[config.mk]
export PLATFORM = sky130hd
export DESIGN_NAME = lct_hit_injector_flat
export DESIGN_NICKNAME = d
export VERILOG_FILES = /design/src/rtl/lct_hit_injector_if.sv /design/src/rtl/lct_hit_injector.sv /design/src/flat_wrapper.sv
export SDC_FILE = /design/constraint.sdc
export NUM_CORES = 1
export LEC_CHECK = 0
export ABC_CLOCK_PERIOD_IN_PS = 12850
export BUFFER_PORTS_ARGS = -buffer_cell sky130_fd_sc_hd__buf_2
export CAP_MARGIN = 25
export CORE_MARGIN = 4
export CORE_UTILIZATION = 57
export CTS_CLUSTER_DIAMETER = 30
export DETAILED_ROUTE_END_ITERATION = 10
export MAX_ROUTING_LAYER = met4
export PLACE_DENSITY_LB_ADDON = 0.25
export SYNTH_ARGS = -nofsm -noshare
export SYNTH_HDL_FRONTEND = slang
export SYNTH_SLANG_ARGS = --single-unit
[constraint.sdc]
create_clock -name clk -period 12.85 [get_ports clk]
set_input_delay 2.57 -clock clk [delete_from_list [all_inputs] [get_ports clk]]
set_output_delay 2.57 -clock clk [all_outputs]
set_load 0.02 [all_outputs]
[src/rtl/lct_hit_injector_if.sv]
// Request/response bus of the LCT hit injector.
// The stagger field exists only when LCT_INJ_STAGGER_EN is defined.
// Handshake: start and abort are single-cycle request pulses with no ready
// (start is accepted only while idle; abort wins over start); busy is high
// while a sequence runs, and done pulses for one cycle when it ends.
interface lct_hit_injector_if #(
   parameter int NWIRE  = 64,
   parameter int MAXREP = 255
);
   localparam int KW = $clog2(NWIRE);
   localparam int RW = $clog2(MAXREP + 1);

   logic             start;
   logic             abort;
   logic [KW-1:0]    key;
   logic             accel;
   logic [2:0]       nlayers;
   logic [3:0]       delay;
   logic [2:0]       width;
   logic [3:0]       gap;
   logic [RW-1:0]    nrep;
`ifdef LCT_INJ_STAGGER_EN
   logic [1:0]       stagger;
`endif
   logic [NWIRE-1:0] ly0p, ly1p, ly2p, ly3p, ly4p, ly5p;
   logic             busy;
   logic             done;
   logic             exp_v;
   logic [KW:0]      exp_key;
   logic [1:0]       exp_q;
   logic             exp_fa;

   modport master (
`ifdef LCT_INJ_STAGGER_EN
      output stagger,
`endif
      output start, abort, key, accel, nlayers, delay, width, gap, nrep,
      input  ly0p, ly1p, ly2p, ly3p, ly4p, ly5p,
      input  busy, done, exp_v, exp_key, exp_q, exp_fa
   );

   modport slave (
`ifdef LCT_INJ_STAGGER_EN
      input  stagger,
`endif
      input  start, abort, key, accel, nlayers, delay, width, gap, nrep,
      output ly0p, ly1p, ly2p, ly3p, ly4p, ly5p,
      output busy, done, exp_v, exp_key, exp_q, exp_fa
   );
endinterface

[src/rtl/lct_hit_injector.sv]
// LCT hit injector: drives synthetic per-layer hits for a requested track
// and publishes the LCT the wire-group trigger should report for it.
// Optional per-layer staggering of the fire window: LCT_INJ_STAGGER_EN.
module lct_hit_injector #(
   parameter int NWIRE  = 64,
   parameter int MAXREP = 255
) (
   input  logic              clk,
   input  logic              rst_n,
   lct_hit_injector_if.slave inj,
   output logic [2:0]        dbg_state_o
);
   localparam int KW = $clog2(NWIRE);
   localparam int RW = $clog2(MAXREP + 1);

   localparam logic [2:0] S_IDLE  = 3'd0;
   localparam logic [2:0] S_DELAY = 3'd1;
   localparam logic [2:0] S_FIRE  = 3'd2;
   localparam logic [2:0] S_GAP   = 3'd3;
   localparam logic [2:0] S_DONE  = 3'd4;

   logic [2:0]       state_q, state_d;
   logic [4:0]       cnt_q, cnt_d;
   logic [RW-1:0]    rep_q, rep_d;
   logic [KW-1:0]    key_q, key_d;
   logic             accel_q, accel_d;
   logic [2:0]       nl_q, nl_d;
   logic [3:0]       dly_q, dly_d;
   logic [2:0]       wid_q, wid_d;
   logic [3:0]       gap_q, gap_d;
   logic [4:0]       fire_max;
   logic             fire_d;

   logic [NWIRE-1:0] pat [6];
   logic [5:0]       placed_mask;
   logic [2:0]       placed;
   logic [2:0]       nl_eff;
   logic [5:0]       layer_on;
   int               widx_c;

   logic [NWIRE-1:0] ly_q [6];
   logic             busy_q, done_q, exp_v_q, exp_fa_q;
   logic [KW:0]      exp_key_q;
   logic [1:0]       exp_q_q;

`ifdef LCT_INJ_STAGGER_EN
   logic [1:0]       stg_q, stg_d;
   logic [4:0]       stg_start;
   // FIRE stretches so the last layer still gets its full width
   assign fire_max = {2'b00, wid_q} + 5'(stg_q) * 5'd5;
`else
   assign fire_max = {2'b00, wid_q};
`endif

   // Sequencer: capture on start, walk DELAY/FIRE/GAP, abort wins
   always_comb begin
      state_d = state_q;
      cnt_d   = cnt_q;
      rep_d   = rep_q;
      key_d   = key_q;
      accel_d = accel_q;
      nl_d    = nl_q;
      dly_d   = dly_q;
      wid_d   = wid_q;
      gap_d   = gap_q;
`ifdef LCT_INJ_STAGGER_EN
      stg_d   = stg_q;
`endif
      case (state_q)
         S_IDLE: if (inj.start && !inj.abort) begin
            key_d   = inj.key;
            accel_d = inj.accel;
            nl_d    = inj.nlayers;
            dly_d   = inj.delay;
            wid_d   = inj.width;
            gap_d   = inj.gap;
            rep_d   = inj.nrep;
`ifdef LCT_INJ_STAGGER_EN
            stg_d   = inj.stagger;
`endif
            cnt_d   = '0;
            state_d = (inj.delay != 4'd0) ? S_DELAY : S_FIRE;
         end
         S_DELAY: begin
            if (cnt_q == {1'b0, dly_q} - 5'd1) begin
               cnt_d   = '0;
               state_d = S_FIRE;
            end else begin
               cnt_d = cnt_q + 5'd1;
            end
         end
         S_FIRE: begin
            if (cnt_q == fire_max) begin
               cnt_d = '0;
               if (rep_q == '0) begin
                  state_d = S_DONE;
               end else begin
                  rep_d   = rep_q - RW'(1);
                  state_d = (gap_q != 4'd0) ? S_GAP : S_FIRE;
               end
            end else begin
               cnt_d = cnt_q + 5'd1;
            end
         end
         S_GAP: begin
            if (cnt_q == {1'b0, gap_q} - 5'd1) begin
               cnt_d   = '0;
               state_d = S_FIRE;
            end else begin
               cnt_d = cnt_q + 5'd1;
            end
         end
         S_DONE:  state_d = S_IDLE;
         default: state_d = S_IDLE;
      endcase
      // A sequence already finishing in DONE has pulsed done; just go idle
      if (inj.abort && state_q != S_IDLE) begin
         state_d = (state_q == S_DONE) ? S_IDLE : S_DONE;
         cnt_d   = '0;
      end
   end

   assign fire_d = (state_d == S_FIRE);

   // Hit pattern from the (possibly just captured) track; edge hits are dropped
   always_comb begin
      nl_eff = (nl_d < 3'd3) ? 3'd3 : ((nl_d == 3'd7) ? 3'd6 : nl_d);
      widx_c = 0;
      for (int n = 0; n < 6; n++) begin
         widx_c = int'(key_d);
         if (!accel_d) begin
            if (n < 2)       widx_c = widx_c - 1;
            else if (n >= 4) widx_c = widx_c + 1;
         end
         pat[n]         = '0;
         placed_mask[n] = 1'b0;
         if ((3'(n) < nl_eff || n == 2) && widx_c >= 0 && widx_c < NWIRE) begin
            pat[n][widx_c[KW-1:0]] = 1'b1;
            placed_mask[n]         = 1'b1;
         end
      end
      placed = 3'($countones(placed_mask));
   end

`ifdef LCT_INJ_STAGGER_EN
   // Layer n is live for width+1 cycles starting n*stagger into FIRE
   always_comb begin
      stg_start = '0;
      for (int n = 0; n < 6; n++) begin
         stg_start   = 5'(n) * {3'b000, stg_d};
         layer_on[n] = (cnt_d >= stg_start) && (cnt_d <= stg_start + {2'b00, wid_d});
      end
   end
`else
   assign layer_on = '1;
`endif

   // Sequencer and captured request registers
   always_ff @(posedge clk or negedge rst_n) begin
      if (!rst_n) begin
         state_q <= S_IDLE;
         cnt_q   <= '0;
         rep_q   <= '0;
         key_q   <= '0;
         accel_q <= 1'b0;
         nl_q    <= '0;
         dly_q   <= '0;
         wid_q   <= '0;
         gap_q   <= '0;
`ifdef LCT_INJ_STAGGER_EN
         stg_q   <= '0;
`endif
      end else begin
         state_q <= state_d;
         cnt_q   <= cnt_d;
         rep_q   <= rep_d;
         key_q   <= key_d;
         accel_q <= accel_d;
         nl_q    <= nl_d;
         dly_q   <= dly_d;
         wid_q   <= wid_d;
         gap_q   <= gap_d;
`ifdef LCT_INJ_STAGGER_EN
         stg_q   <= stg_d;
`endif
      end
   end

   // Registered outputs, derived from the next state so they align with it
   always_ff @(posedge clk or negedge rst_n) begin
      if (!rst_n) begin
         for (int n = 0; n < 6; n++) ly_q[n] <= '0;
         busy_q    <= 1'b0;
         done_q    <= 1'b0;
         exp_v_q   <= 1'b0;
         exp_key_q <= '0;
         exp_q_q   <= '0;
         exp_fa_q  <= 1'b0;
      end else begin
         for (int n = 0; n < 6; n++) ly_q[n] <= (fire_d && layer_on[n]) ? pat[n] : '0;
         busy_q    <= (state_d == S_DELAY) || (state_d == S_FIRE) || (state_d == S_GAP);
         done_q    <= (state_d == S_DONE);
         exp_v_q   <= fire_d && (placed >= 3'd3) && (&(layer_on | ~placed_mask));
         exp_key_q <= fire_d ? {1'b0, key_d} : '0;
         exp_q_q   <= (fire_d && placed >= 3'd3) ? 2'(placed - 3'd3) : 2'd0;
         exp_fa_q  <= fire_d && accel_d;
      end
   end

   assign inj.ly0p    = ly_q[0];
   assign inj.ly1p    = ly_q[1];
   assign inj.ly2p    = ly_q[2];
   assign inj.ly3p    = ly_q[3];
   assign inj.ly4p    = ly_q[4];
   assign inj.ly5p    = ly_q[5];
   assign inj.busy    = busy_q;
   assign inj.done    = done_q;
   assign inj.exp_v   = exp_v_q;
   assign inj.exp_key = exp_key_q;
   assign inj.exp_q   = exp_q_q;
   assign inj.exp_fa  = exp_fa_q;
   assign dbg_state_o = state_q;
endmodule

[src/flat_wrapper.sv]
// flat-port wrapper written by rule: the top's interface ports become plain ports
module lct_hit_injector_flat 
#(
   parameter int NWIRE  = 64,
   parameter int MAXREP = 255
)
  (clk, rst_n, dbg_state_o, inj_start, inj_abort, inj_key, inj_accel, inj_nlayers, inj_delay, inj_width, inj_gap, inj_nrep, inj_ly0p, inj_ly1p, inj_ly2p, inj_ly3p, inj_ly4p, inj_ly5p, inj_busy, inj_done, inj_exp_v, inj_exp_key, inj_exp_q, inj_exp_fa);
  lct_hit_injector_if #(.NWIRE(NWIRE), .MAXREP(MAXREP)) inj_i ();
  input  logic clk;
  input  logic rst_n;
  output logic [2:0] dbg_state_o;
  input wire logic [$bits(inj_i.start)-1:0] inj_start;
  input wire logic [$bits(inj_i.abort)-1:0] inj_abort;
  input wire logic [$bits(inj_i.key)-1:0] inj_key;
  input wire logic [$bits(inj_i.accel)-1:0] inj_accel;
  input wire logic [$bits(inj_i.nlayers)-1:0] inj_nlayers;
  input wire logic [$bits(inj_i.delay)-1:0] inj_delay;
  input wire logic [$bits(inj_i.width)-1:0] inj_width;
  input wire logic [$bits(inj_i.gap)-1:0] inj_gap;
  input wire logic [$bits(inj_i.nrep)-1:0] inj_nrep;
  output wire logic [$bits(inj_i.ly0p)-1:0] inj_ly0p;
  output wire logic [$bits(inj_i.ly1p)-1:0] inj_ly1p;
  output wire logic [$bits(inj_i.ly2p)-1:0] inj_ly2p;
  output wire logic [$bits(inj_i.ly3p)-1:0] inj_ly3p;
  output wire logic [$bits(inj_i.ly4p)-1:0] inj_ly4p;
  output wire logic [$bits(inj_i.ly5p)-1:0] inj_ly5p;
  output wire logic [$bits(inj_i.busy)-1:0] inj_busy;
  output wire logic [$bits(inj_i.done)-1:0] inj_done;
  output wire logic [$bits(inj_i.exp_v)-1:0] inj_exp_v;
  output wire logic [$bits(inj_i.exp_key)-1:0] inj_exp_key;
  output wire logic [$bits(inj_i.exp_q)-1:0] inj_exp_q;
  output wire logic [$bits(inj_i.exp_fa)-1:0] inj_exp_fa;
  assign inj_i.start = inj_start;
  assign inj_i.abort = inj_abort;
  assign inj_i.key = inj_key;
  assign inj_i.accel = inj_accel;
  assign inj_i.nlayers = inj_nlayers;
  assign inj_i.delay = inj_delay;
  assign inj_i.width = inj_width;
  assign inj_i.gap = inj_gap;
  assign inj_i.nrep = inj_nrep;
  assign inj_ly0p = inj_i.ly0p;
  assign inj_ly1p = inj_i.ly1p;
  assign inj_ly2p = inj_i.ly2p;
  assign inj_ly3p = inj_i.ly3p;
  assign inj_ly4p = inj_i.ly4p;
  assign inj_ly5p = inj_i.ly5p;
  assign inj_busy = inj_i.busy;
  assign inj_done = inj_i.done;
  assign inj_exp_v = inj_i.exp_v;
  assign inj_exp_key = inj_i.exp_key;
  assign inj_exp_q = inj_i.exp_q;
  assign inj_exp_fa = inj_i.exp_fa;
  lct_hit_injector #(.NWIRE(NWIRE), .MAXREP(MAXREP)) u_core (.clk(clk), .rst_n(rst_n), .inj(inj_i), .dbg_state_o(dbg_state_o));
endmodule
==> summary.md <==
| Metric | Value |
|---|---|
| Status | completed |
| Total CTS buffers | 74 |
| Cells on worst reg2reg path | 16 |
| Post-CTS setup buffers | 0 |
| Switching pwr | 0.00202 W |
| Max-slew violation count | 0 |
| Seq/Total Area, Yosys | 66.5% |
| Critical-path top delay cell | nor2_4 |
| Static Leak | 11.0 nW |
| Hold-fix buffers, CTS | 0 |
| Post-place setup slack | 5630 ps |
| CTS tree | yes |
| WS Path Type | input pin to flop |
| Drt first-iter violations | 1,541 |
| Placed Area | 18,700 µm² |
| Post-cts resize count | 0 |
| Crit share post-route | 52.8% |
| CTS H-tree depth | 3 |
| GRT Total Usage | 33.0% |
| Number of global-route vias before repair | 13,350 |
| Root buffer cell | clkbuf_16 |
| Path type of the worst min-delay path | flop to flop |
| DR vias/cell | 5.96 |
| Max Freq | 0.147 GHz |
| Reg clk slew, reported paths | 50 ps |
| Post-layout nets | 1,871 |
| Type of destination of the critical path | flop |
| Most common cell on crit path | buf_4 |
| Synth warn | 0 |
| Fillers | 1,837 |
| First-pass GRT wire length | 77,800 µm |
| Setup Viol. Count Final | 0 |
| Flop pwr share | 29.5% |
| TNS Setup | 0 ps |
| Maximum vdd drop | 0.149 mV |
| Clk sinks | 433 |
| I/O pin cnt | 433 |
| Cell-internal power | 0.00316 W |
| Clk_skew | 20.8 ps |
| Post-synth top cells | dfrtp_1 (433), nor3_1 (184), nor4_1 (160), nor2_1 (106), clkbuf_1 (99) |
| RSZ-0062 raised after global routing | false |
| ANT nets after route | 0 |
| Tmin final | 6780 ps |
| Fin. Hold Viols | 0 |
| Hpwl dp | 32,700 µm |
| Yosys reg bits | 433 |
| Final Power | 0.00518 W |
| Top cells by area, synth | dfrtp_1 (66%), nor4_1 (6.1%), nor3_1 (5.6%), nor2_1 (2.4%), clkbuf_1 (2.3%) |
| Die H | 177 µm |
| Worst setup SP type | input pin |
| GRT Residual Overflow | 0 |
| Routed len/inst | 22.5 µm |
| Largest area contributor in the netlist | dfrtp_1 |
| Delay-heaviest family, CP | simple AND/OR/NAND/NOR gates |
| Distinct cells, synth | 73 |
| Critical path required time | 13,290 ps |
| Rows | 61 |
| Die area | 31,400 µm² |
| Multi-input gate area | 4860 µm² |
| Fraction of registers with async set/reset | 100% |
| Clock Power Share | 39.1% |
| CP cell instances | buf_2 > or4b_1 > nor2_4 > nand2_1 > o2111ai_2 > nand3_4 > buf_4 > buf_4 > nor4_1 |
| Comb pwr share | 31.4% |
| Routed vias | 13,526 |
| Post-synth EDFFs | 0 |
| Placeable Area | 28,000 µm² |
| Share of the synthesized area in the top cell type | 66.5% |
| Post-route DRC | 0 |
| Critical path buffers and inverters | 3 |
| Share of cells above drive strength 1 | 34.1% |
| Design Area, Final | 21,500 µm² |
| Worst endpoint data arrival time | 7220 ps |
| Largest net degree at the start of global routing | 123 |
| Peak fanout along the critical path | 79 |
| Clock Tree Buf Depth | 3 |
| Register area | 10,800 µm² |
| Sw Share | 38.9% |
| Post-synth net total | 1,463 |
| Die X | 177 µm |
| Routability Congestion | 0.912 |
| Detailed Route WL | 51,100 µm |
| Most frequent cell after synthesis | dfrtp_1 |
| Delay of the slowest critical-path stage | 940 ps |
| Synth Instances | 1,418 |
| Worst setup margin | 6070 ps |
| Ys flop type | dfrtp_1 |
| Worst-margin pin slew | 1130 ps |
| Latest clock arrival within the worst-skew pair | 570 ps |
| Synthesized area per cell | 11.5 µm² |
| Mapped Area | 16,300 µm² |
| Starting Density | 58.2% |
| Antenna violations before repair | 6 |
| Area growth from synthesis to layout | 31.9% |
| # port buffers | 431 |
| CP Depth | 9 |
| Hold path cells | 2 |
| PD cells | 241 nW/µm² |
| DR pass1 iterations | 6 |
| Max-cap violations | 0 |
| Slew Limit Headroom | 24.6% |
-- per-stage QoR --
| step | hold WS (ps) | std cells | util (%) |
|---|---|---|---|
| after floorplan | 446 | 1418 | - |
| after global routing | 505 | 2269 | 76.8 |
| after global placement | 465 | 2112 | 66.4 |
| after CTS | 483 | 2254 | 76.1 |
| after detailed placement | 470 | 2119 | 66.7 |
| final | 494 | 2269 | 76.8 |
-- worst min-delay path, delay by kind of cell (launching register included) --
family,cells,cell delay (ps)
flops,1,350
simple gates,2,110
-- power groups by stage --
stage / Clock (W) / Combinational [W] / Sequential (W)
floorplan: 0 / 0.00106 / 0.00153
global placement: 0 / 0.00146 / 0.00154
detailed placement: 0 / 0.00152 / 0.00154
CTS: 0.00204 / 0.00154 / 0.00152
global route: 0.00211 / 0.00175 / 0.00153
finish: 0.00203 / 0.00163 / 0.00153
-- path summary, 6_finish.rpt --
check | startpoint | end | slack, ps
worst max register to register | u_core.dbg_state_o[1]$_DFF_PN0_ | u_core.inj.exp_q[1]$_DFF_PN0_ | 7630
worst min register to register | u_core.wid_q[2]$_DFFE_PN0P_ | u_core.wid_q[2]$_DFFE_PN0P_ | 490
worst max-delay path | inj_abort | u_core.inj.ly3p[25]$_DFF_PN0_ | 6070
worst min-delay path | u_core.wid_q[2]$_DFFE_PN0P_ | u_core.wid_q[2]$_DFFE_PN0P_ | 490
max in group asynchronous | rst_n | u_core.inj.ly0p[7]$_DFF_PN0_ | 8720
min in group asynchronous | rst_n | u_core.inj.exp_key[3]$_DFF_PN0_ | 2070
-- area by class of cell --
cell class	instances	area share, %
inverter	31	0.541
multi-input combinational	819	22.6
clock inverter	51	2.94
tap	378	2.20
sequential	433	50.4
clock buffer	84	9.26
timing repair buffer	467	12.0
antenna	6	0.0698
-- registers in the layout, indices dropped and copies added, names as in the netlist, 2 cells and up --
| name | count |
|---|---|
| u_core.gap_q | 4 |
| u_core.dly_q | 4 |
| u_core.inj.exp_key | 6 |
| u_core.inj.ly5p | 64 |
| u_core.inj.ly4p | 64 |
| u_core.inj.ly0p | 64 |
| u_core.cnt_q | 5 |
| u_core.key_q | 6 |
| u_core.wid_q | 3 |
| u_core.dbg_state_o | 3 |
| u_core.inj.ly1p | 64 |
| u_core.inj.ly3p | 64 |
| u_core.rep_q | 8 |
| u_core.nl_q | 3 |
| u_core.inj.exp_q | 2 |
| u_core.inj.ly2p | 64 |
-- cells by family (layout without fill, tap and decap cells) --
family / after synthesis / in the layout / synth area share (%)
simple gates: 637 / 637 / 21.0
flops: 433 / 433 / 66.5
buf+inv: 166 / 633 / 4.04
compound gates: 136 / 136 / 5.66
xor+xnor: 28 / 28 / 1.50
fa+ha+maj: 12 / 12 / 1.01
mux: 5 / 5 / 0.315
other cells: 1 / 7 / 0.0230
-- placed cells by master, fill, tap and decap left out, types with 5 or more instances in the layout --
cell        instances
clkinvlp_4         11
nor3_1            184
o21ai_1             5
nor4_1            160
clkbuf_16          76
o21ai_0            28
a211oi_1            8
ha_1               10
buf_16              7
inv_1              27
nor3b_1             6
dfrtp_1           433
nand4b_1            5
nand2_1            70
or2_2              13
a21oi_1            23
a31oi_1             9
xor2_1              8
o22ai_1             8
and3_1              6
nor4b_1             6
inv_6              12
nand4_1             7
diode_2             6
clkbuf_8            6
buf_2             430
buf_4              28
a22oi_1             7
clkinv_4            8
xnor2_1            20
nand2b_1           15
nor2_1            105
nand3_1            22
bufinv_16           8
-- per-layer routing --
layer / up-vias / track usage, % / wire length [µm]
met2: 724 / 52.8 / 25500
met5: - / - / 0
met1: 6751 / 41.6 / 19300
met3: 142 / 6.47 / 4000
met4: 0 / 14.5 / 2230
li1: 5909 / - / -
Power figures use the tool's default switching activity.
